File: src/rtl/bcd_edit_pkg.sv
// Shared types, constants and BCD helpers for the BCD field editor.
// Contents:
//   state_t         editor FSM states {IDLE, EDIT, COMMIT}
//   MIN_MAX_SEC     upper limit of minute/second fields (59)
//   HR24_MAX        upper limit of 24 h hours (23)
//   HR12_MIN/MAX    limits of 12 h hours (01..12)
//   bcd_inc/bcd_dec wrapped single-step BCD arithmetic within [min, max]
//   bcd_ok          range and digit validity check for a loaded field
package bcd_edit_pkg;

    typedef enum logic [1:0] {IDLE, EDIT, COMMIT} state_t;

    localparam logic [7:0] MIN_MAX_SEC = 8'h59;
    localparam logic [7:0] HR24_MAX    = 8'h23;
    localparam logic [7:0] HR12_MIN    = 8'h01;
    localparam logic [7:0] HR12_MAX    = 8'h12;

    // Values at or above max wrap to min, so an edit can never leave the range.
    function automatic logic [7:0] bcd_inc(input logic [7:0] val, input logic [7:0] min,
                                           input logic [7:0] max);
        if (val >= max) return min;
        if (val[3:0] == 4'd9) return {val[7:4] + 4'd1, 4'd0};
        return {val[7:4], val[3:0] + 4'd1};
    endfunction

    function automatic logic [7:0] bcd_dec(input logic [7:0] val, input logic [7:0] min,
                                           input logic [7:0] max);
        if (val <= min) return max;
        if (val[3:0] == 4'd0) return {val[7:4] - 4'd1, 4'd9};
        return {val[7:4], val[3:0] - 4'd1};
    endfunction

    // Valid BCD digits compare in the same order as their binary encoding.
    function automatic logic bcd_ok(input logic [7:0] val, input logic [7:0] min,
                                    input logic [7:0] max);
        return (val[7:4] <= 4'd9) && (val[3:0] <= 4'd9) && (val >= min) && (val <= max);
    endfunction

endpackage

File: src/rtl/btn_edge_rep.sv
// Pushbutton rising-edge detector with optional hold-to-repeat.
// Configuration: AUTOREPEAT_EN enables the repeat counter; without it HOLD_CYC and
// REP_CYC are unused and only edges produce steps.
// Ports:
//   clk    clock
//   reset  synchronous, active-high reset
//   btn    debounced button level
//   clr    clears the repeat counter (release, cursor move, leaving EDIT)
//   step   one-cycle step pulse
module btn_edge_rep #(
    parameter int HOLD_CYC = 50,
    parameter int REP_CYC  = 10
) (
    input  logic clk,
    input  logic reset,
    input  logic btn,
    input  logic clr,
    output logic step
);

    logic prev_q;
    logic edge_det;

    // Tracks the button in every state, so a button held through load never fires.
    always_ff @(posedge clk) begin
        if (reset) prev_q <= 1'b0;
        else       prev_q <= btn;
    end

    assign edge_det = btn & ~prev_q;

`ifdef AUTOREPEAT_EN
    logic [15:0] cnt_q;
    logic        held_q;
    logic        rep_fire;

    // cnt_q equals the number of cycles since the edge; after each repeat it is
    // reloaded so that the next repeat lands REP_CYC cycles later.
    assign rep_fire = held_q & btn & (cnt_q == 16'(HOLD_CYC));

    always_ff @(posedge clk) begin
        if (reset || clr || !btn) begin
            cnt_q  <= 16'd0;
            held_q <= 1'b0;
        end else if (edge_det) begin
            cnt_q  <= 16'd1;
            held_q <= 1'b1;
        end else if (rep_fire) begin
            cnt_q  <= 16'(HOLD_CYC - REP_CYC + 1);
        end else if (held_q) begin
            cnt_q  <= cnt_q + 16'd1;
        end
    end

    assign step = edge_det | rep_fire;
`else
    logic unused_cfg;
    assign unused_cfg = clr ^ (HOLD_CYC > 0) ^ (REP_CYC > 0);
    assign step       = edge_det;
`endif

endmodule

File: src/rtl/bcd_field_editor.sv
// Editor for NF two-digit BCD fields (field 0 = hours, others 00..59) driven by
// up/down/left/right pushbuttons. Loads the live time on the rising edge of en, pulses
// commit with the edited value on the falling edge.
// Configuration: AUTOREPEAT_EN (see btn_edge_rep) enables hold-to-repeat on up/down.
// Ports:
//   clk, reset            clock, synchronous active-high reset
//   en                    edit enable
//   ld_fields, ld_ampm    live values captured at load; field k = [8k+7:8k]
//   fmt12                 1 = 12 h hours, sampled at load
//   bt_up/down/left/right debounced button levels
//   fields, ampm          edited values
//   cursor                selected field
//   editing               high while in EDIT
//   commit                one-cycle pulse with final fields/ampm
//   fixed                 sticky: an invalid loaded field was replaced
module bcd_field_editor
    import bcd_edit_pkg::*;
#(
    parameter int  NF       = 3,
    parameter int  HOLD_CYC = 50,
    parameter int  REP_CYC  = 10,
    localparam int CW       = $clog2(NF)
) (
    input  logic            clk,
    input  logic            reset,
    input  logic            en,
    input  logic [NF*8-1:0] ld_fields,
    input  logic            ld_ampm,
    input  logic            fmt12,
    input  logic            bt_up,
    input  logic            bt_down,
    input  logic            bt_left,
    input  logic            bt_right,
    output logic [NF*8-1:0] fields,
    output logic            ampm,
    output logic [CW-1:0]   cursor,
    output logic            editing,
    output logic            commit,
    output logic            fixed
);

    state_t          state_q, state_d;
    logic [NF*8-1:0] fields_q, fields_d;
    logic            ampm_q, ampm_d;
    logic [CW-1:0]   cursor_q, cursor_d;
    logic            fmt12_q, fmt12_d;
    logic            fixed_q, fixed_d;

    logic up_p, down_p, left_p, right_p;
    logic in_edit, do_up, do_down, do_left, do_right, rep_clr;
    logic [7:0] sel, lo, hi, stepped, ld_val, ld_lo, ld_hi;

    assign in_edit  = (state_q == EDIT) & en;
    assign do_up    = in_edit & up_p & ~down_p;
    assign do_down  = in_edit & down_p & ~up_p;
    assign do_left  = in_edit & left_p & ~right_p;
    assign do_right = in_edit & right_p & ~left_p;
    assign rep_clr  = (state_q != EDIT) | do_left | do_right;

    btn_edge_rep #(.HOLD_CYC(HOLD_CYC), .REP_CYC(REP_CYC)) u_up (
        .clk(clk), .reset(reset), .btn(bt_up), .clr(rep_clr), .step(up_p)
    );
    btn_edge_rep #(.HOLD_CYC(HOLD_CYC), .REP_CYC(REP_CYC)) u_down (
        .clk(clk), .reset(reset), .btn(bt_down), .clr(rep_clr), .step(down_p)
    );
    // Cursor buttons never repeat: their counters are held clear.
    btn_edge_rep #(.HOLD_CYC(HOLD_CYC), .REP_CYC(REP_CYC)) u_left (
        .clk(clk), .reset(reset), .btn(bt_left), .clr(1'b1), .step(left_p)
    );
    btn_edge_rep #(.HOLD_CYC(HOLD_CYC), .REP_CYC(REP_CYC)) u_right (
        .clk(clk), .reset(reset), .btn(bt_right), .clr(1'b1), .step(right_p)
    );

    always_comb begin
        state_d  = state_q;
        fields_d = fields_q;
        ampm_d   = ampm_q;
        cursor_d = cursor_q;
        fmt12_d  = fmt12_q;
        fixed_d  = fixed_q;
        sel      = 8'h00;
        ld_val   = 8'h00;
        ld_lo    = 8'h00;
        ld_hi    = 8'h00;

        for (int k = 0; k < NF; k++) begin
            if (cursor_q == CW'(k)) sel = fields_q[8*k +: 8];
        end

        if (cursor_q != '0) begin
            lo = 8'h00;
            hi = MIN_MAX_SEC;
        end else if (fmt12_q) begin
            lo = HR12_MIN;
            hi = HR12_MAX;
        end else begin
            lo = 8'h00;
            hi = HR24_MAX;
        end
        stepped = do_up ? bcd_inc(sel, lo, hi) : bcd_dec(sel, lo, hi);

        case (state_q)
            IDLE: begin
                if (en) begin
                    state_d  = EDIT;
                    cursor_d = '0;
                    fixed_d  = 1'b0;
                    fmt12_d  = fmt12;
                    ampm_d   = ld_ampm;
                    for (int k = 0; k < NF; k++) begin
                        ld_val = ld_fields[8*k +: 8];
                        if (k != 0) begin
                            ld_lo = 8'h00;
                            ld_hi = MIN_MAX_SEC;
                        end else if (fmt12) begin
                            ld_lo = HR12_MIN;
                            ld_hi = HR12_MAX;
                        end else begin
                            ld_lo = 8'h00;
                            ld_hi = HR24_MAX;
                        end
                        if (bcd_ok(ld_val, ld_lo, ld_hi)) begin
                            fields_d[8*k +: 8] = ld_val;
                        end else begin
                            fields_d[8*k +: 8] = ld_lo;
                            fixed_d            = 1'b1;
                        end
                    end
                end
            end
            EDIT: begin
                if (!en) begin
                    state_d = COMMIT;
                end else begin
                    // The step targets the cursor as it was before any move this cycle.
                    if (do_up || do_down) begin
                        for (int k = 0; k < NF; k++) begin
                            if (cursor_q == CW'(k)) fields_d[8*k +: 8] = stepped;
                        end
                        if (cursor_q == '0 && fmt12_q &&
                            ((do_up && sel == 8'h11) || (do_down && sel == HR12_MAX))) begin
                            ampm_d = ~ampm_q;
                        end
                    end
                    if (do_right) begin
                        cursor_d = (cursor_q == CW'(NF - 1)) ? '0 : cursor_q + 1'b1;
                    end else if (do_left) begin
                        cursor_d = (cursor_q == '0) ? CW'(NF - 1) : cursor_q - 1'b1;
                    end
                end
            end
            COMMIT:  state_d = IDLE;
            default: state_d = IDLE;
        endcase
    end

    always_ff @(posedge clk) begin
        if (reset) begin
            state_q  <= IDLE;
            fields_q <= '0;
            ampm_q   <= 1'b0;
            cursor_q <= '0;
            fmt12_q  <= 1'b0;
            fixed_q  <= 1'b0;
        end else begin
            state_q  <= state_d;
            fields_q <= fields_d;
            ampm_q   <= ampm_d;
            cursor_q <= cursor_d;
            fmt12_q  <= fmt12_d;
            fixed_q  <= fixed_d;
        end
    end

    assign fields  = fields_q;
    assign ampm    = ampm_q;
    assign cursor  = cursor_q;
    assign fixed   = fixed_q;
    assign editing = (state_q == EDIT);
    assign commit  = (state_q == COMMIT);

endmodule

File: config.mk
export PLATFORM = sky130hd
export DESIGN_NAME = bcd_field_editor
export DESIGN_NICKNAME = d
export VERILOG_FILES = /design/src/rtl/bcd_edit_pkg.sv /design/src/rtl/btn_edge_rep.sv /design/src/rtl/bcd_field_editor.sv
export SDC_FILE = /design/constraint.sdc
export NUM_CORES = 1
export LEC_CHECK = 0
export CAP_MARGIN = 20
export CELL_PAD_IN_SITES_DETAIL_PLACEMENT = 1
export CELL_PAD_IN_SITES_GLOBAL_PLACEMENT = 2
export CORE_MARGIN = 2
export CORE_UTILIZATION = 30
export CTS_BUF_LIST = sky130_fd_sc_hd__clkbuf_4 sky130_fd_sc_hd__clkbuf_8
export DETAILED_ROUTE_END_ITERATION = 10
export GPL_ROUTABILITY_DRIVEN = 1
export GPL_TIMING_DRIVEN = 0
export PLACE_DENSITY_LB_ADDON = 0.1
export SYNTH_ARGS = -nofsm -noshare
export SYNTH_HDL_FRONTEND = slang
export SYNTH_SLANG_ARGS = --single-unit
File: constraint.sdc
create_clock -name clk -period 3.3 [get_ports clk]
set_clock_uncertainty 0.05 [all_clocks]
set_input_delay 0.66 -clock clk [delete_from_list [all_inputs] [get_ports clk]]
set_output_delay 0.66 -clock clk [all_outputs]
set_load 0.1 [all_outputs]
==> results.json <==
{
  "outcome": "completed",
  "cts_num_sinks": 35,
  "gp_congestion": 0.865,
  "pwr_density_cell_mw_per_mm2": 436,
  "cts-root-buf": "clkbuf_8",
  "required_ns": 3.40,
  "worst_skew_pair.late_latency_ns": 0.30,
  "ys_ff_latch": 35,
  "routed_via_density": 5.40,
  "io_buffers": 62,
  "drt_wl_total_um": 10600,
  "fin_crit_ns": 3.12,
  "synth_top_family_by_area": "compound AO/OA/AOI/OAI gates",
  "yosys-top-cells-area": "dfxtp_1 (25%), ha_1 (8.4%), a21oi_1 (7.6%)",
  "placeableCoreArea_mm2": 0.00920,
  "arrival_ns": 3.22,
  "die_x_um": 101,
  "mostFrequentLayoutCells": "clkdlybuf4s50_1 (62), a21oi_1 (41), nand2_1 (36)",
  "wire_per_inst_um": 19.6,
  "setup_ws_ns": 0.180,
  "synth_nets": 403,
  "ys_warn_count": 0,
  "overflow": 0,
  "p_total_w": 0.00172,
  "cts_max_path_buffers": 2,
  "start_util": 0.308,
  "ys_seq_area_frac": 0.247,
  "vias": 2929,
  "grt_max_degree": 14,
  "finalSetupViolCount": 0,
  "synth_area_mm2": 0.00283,
  "leakage_nw": 1.45,
  "synthMuxAreaShare": 0.0318,
  "antenna_found_initial": 0,
  "io_pins": 63,
  "drv_slew": 0,
  "place_area_mm2": 0.00361,
  "synth_ff_type": "dfxtp_1",
  "synth_fa_ha_area_frac": 0.0840,
  "grt_usage": 0.214,
  "netlist.area_leader.share": 0.247,
  "slew-limit-headroom": 0.344,
  "synth-xor-area-share": 0.0340,
  "async_reset_ff_frac": 0,
  "crit_fanout": 10,
  "start_kind": "flip-flop",
  "h-tree-depth": 2,
  "hpwl_um": 8430,
  "row_count": 35,
  "fin_crit_sh": 0.945,
  "synth_top_cell_by_area": "dfxtp_1",
  "first_iter_violations": 118,
  "die_y_um": 101,
  "tightest_slew_ns": 0.981,
  "fin_setup_tns_ns": 0,
  "ir_drop_mv": 0.251,
  "drv_cap": 0,
  "antenna_left": 0,
  "hold_class": "reg -> reg",
  "dr.pass1.iters": 4,
  "dp_slack_ns": -0.404,
  "synth_compound_area_frac": 0.322,
  "drive_gt1_frac": 0.151,
  "final_area_mm2": 0.00394,
  "fmax_mhz": 321,
  "cts_tree": "done",
  "cts_hold_buffers": 0,
  "die_area_mm2": 0.0102,
  "cp-end-kind": "flip-flop",
  "drc_errors": 0,
  "cts-buffers-inserted": 5,
  "syn_inst": 351,
  "layout_commonest_cell": "clkdlybuf4s50_1",
  "path_clk_slew_ns": 0.08,
  "timing.final.hold_violations": 0,
  "grt_pass1_wl_um": 16900,
  "synth_cell_type_count": 65,
  "synth_edf_count": 0,
  "postSynthAreaPerCell_um2": 8.07,
  "finalNetCount": 482,
  "antennaDiodeCount": 0,
  "rsz0062_at_grt": "true",
  "grt_pass1_vias": 3011,
  "area_growth_pct": 39.2,
  "yosys.area_share.simple": 0.228,
  "path_class": "reg -> reg"
}
-- per-layer routing --
metal / part of all wire / vias up / GRT usage / routed length [um]
li1: - / 1444 / - / -
met1: 0.49 / 1410 / 0.304 / 5200
met2: 0.47 / 69 / 0.354 / 4960
met3: 0.037 / 6 / 0.0290 / 396
met4: 0.0072 / 0 / 0.0353 / 77
met5: 0 / - / 0 / 0
-- cell families after synthesis --
logic type,count (synthesis)
AOI/OAI and AO/OA,133
and+or+nand+nor,114
muxes,9
buffers and inverters,30
DFF,35
xor gates and xnor gates,11
adders and majority gates,19
-- worst max-delay path, stage by stage, from the launching register on --
cell	delay, ns
dfxtp_4	0.37
clkinvlp_4	0.15
ha_4	0.22
buf_4	0.17
nand3b_1	0.20
a31oi_4	0.28
ha_1	0.28
nand3_2	0.09
nor2_1	0.07
a2111oi_4	0.43
o21ai_1	0.14
mux2i_1	0.15
a22oi_2	0.26
a221oi_2	0.09
-- through the flow --
| step | hold WS (ns) | utilization | std cells |
|---|---|---|---|
| 6_report | 0.465 | 0.428 | 542 |
| 5_1_grt | 0.512 | 0.428 | 542 |
| 4_1_cts | 0.470 | 0.417 | 534 |
| 3_5_place_dp | 0.457 | 0.392 | 524 |
| 3_3_place_gp | 0.442 | 0.392 | 524 |
| 2_1_floorplan | 0.412 | - | 351 |
-- cells in the mapped netlist, types with 3 or more instances --
library cell  count
o21ai_0          30
nor2_1           19
buf_6             4
a211oi_1          4
dfxtp_1          35
nand2b_1          8
mux2i_1           9
a21oi_1          43
nand2_1          36
nand3_1          10
nor2b_1          10
xnor2_1           8
ha_1             19
inv_1            12
a31oi_1          13
a21o_1            8
clkbuf_1          7
nand3b_1          9
nor3_1            4
a21oi_2           3
buf_2             3
xor2_1            3
-- sequential cells by signal, summed over array words and instances (netlist names) --
signal / flops
u_right.prev_q: 1
fields: 24
state_q: 2
u_up.prev_q: 1
fmt12_q: 1
fixed: 1
ampm: 1
u_left.prev_q: 1
cursor: 2
u_down.prev_q: 1
-- layout make-up --
class                           instances  area, um2
Fill cell                            1128       5260
Inverter                               14       60.1
Clock inverter                          3       45.0
Sequential cell                        35        708
Clock buffer                            5       68.8
Buffer                                 16        118
Tap cell                              111        139
Multi-Input combinational cell        286       2110
Timing Repair Buffer                   72        696
-- worst paths after layout --
| kind | from | end | slack, ns | cells past startpoint |
|---|---|---|---|---|
| min reg2reg | fmt12_q$_SDFFE_PP0P_ | fmt12_q$_SDFFE_PP0P_ | 0.46 | 2 |
| max | cursor[1]$_SDFFE_PP0P_ | fields[0]$_SDFFE_PP0P_ | 0.18 | 13 |
| min | fmt12_q$_SDFFE_PP0P_ | fmt12_q$_SDFFE_PP0P_ | 0.46 | 2 |
| max reg2reg | cursor[1]$_SDFFE_PP0P_ | fields[0]$_SDFFE_PP0P_ | 0.18 | 13 |
-- repair_timing --
action	CTS	global route
resized for setup	20	9
pin swaps	4	5
setup buffers	2	8
endpoints found under the setup margin	24	24
-- where the power goes --
part | switching, W | internal (W) | total (W)
Clock | 0.000187 | 0.000229 | 0.000416
Sequential | 0.0000315 | 0.000453 | 0.000484
Combinational | 0.000528 | 0.000290 | 0.000818
Total | 0.000747 | 0.000971 | 0.00172
No activity file was read; power rests on OpenSTA's default activity.
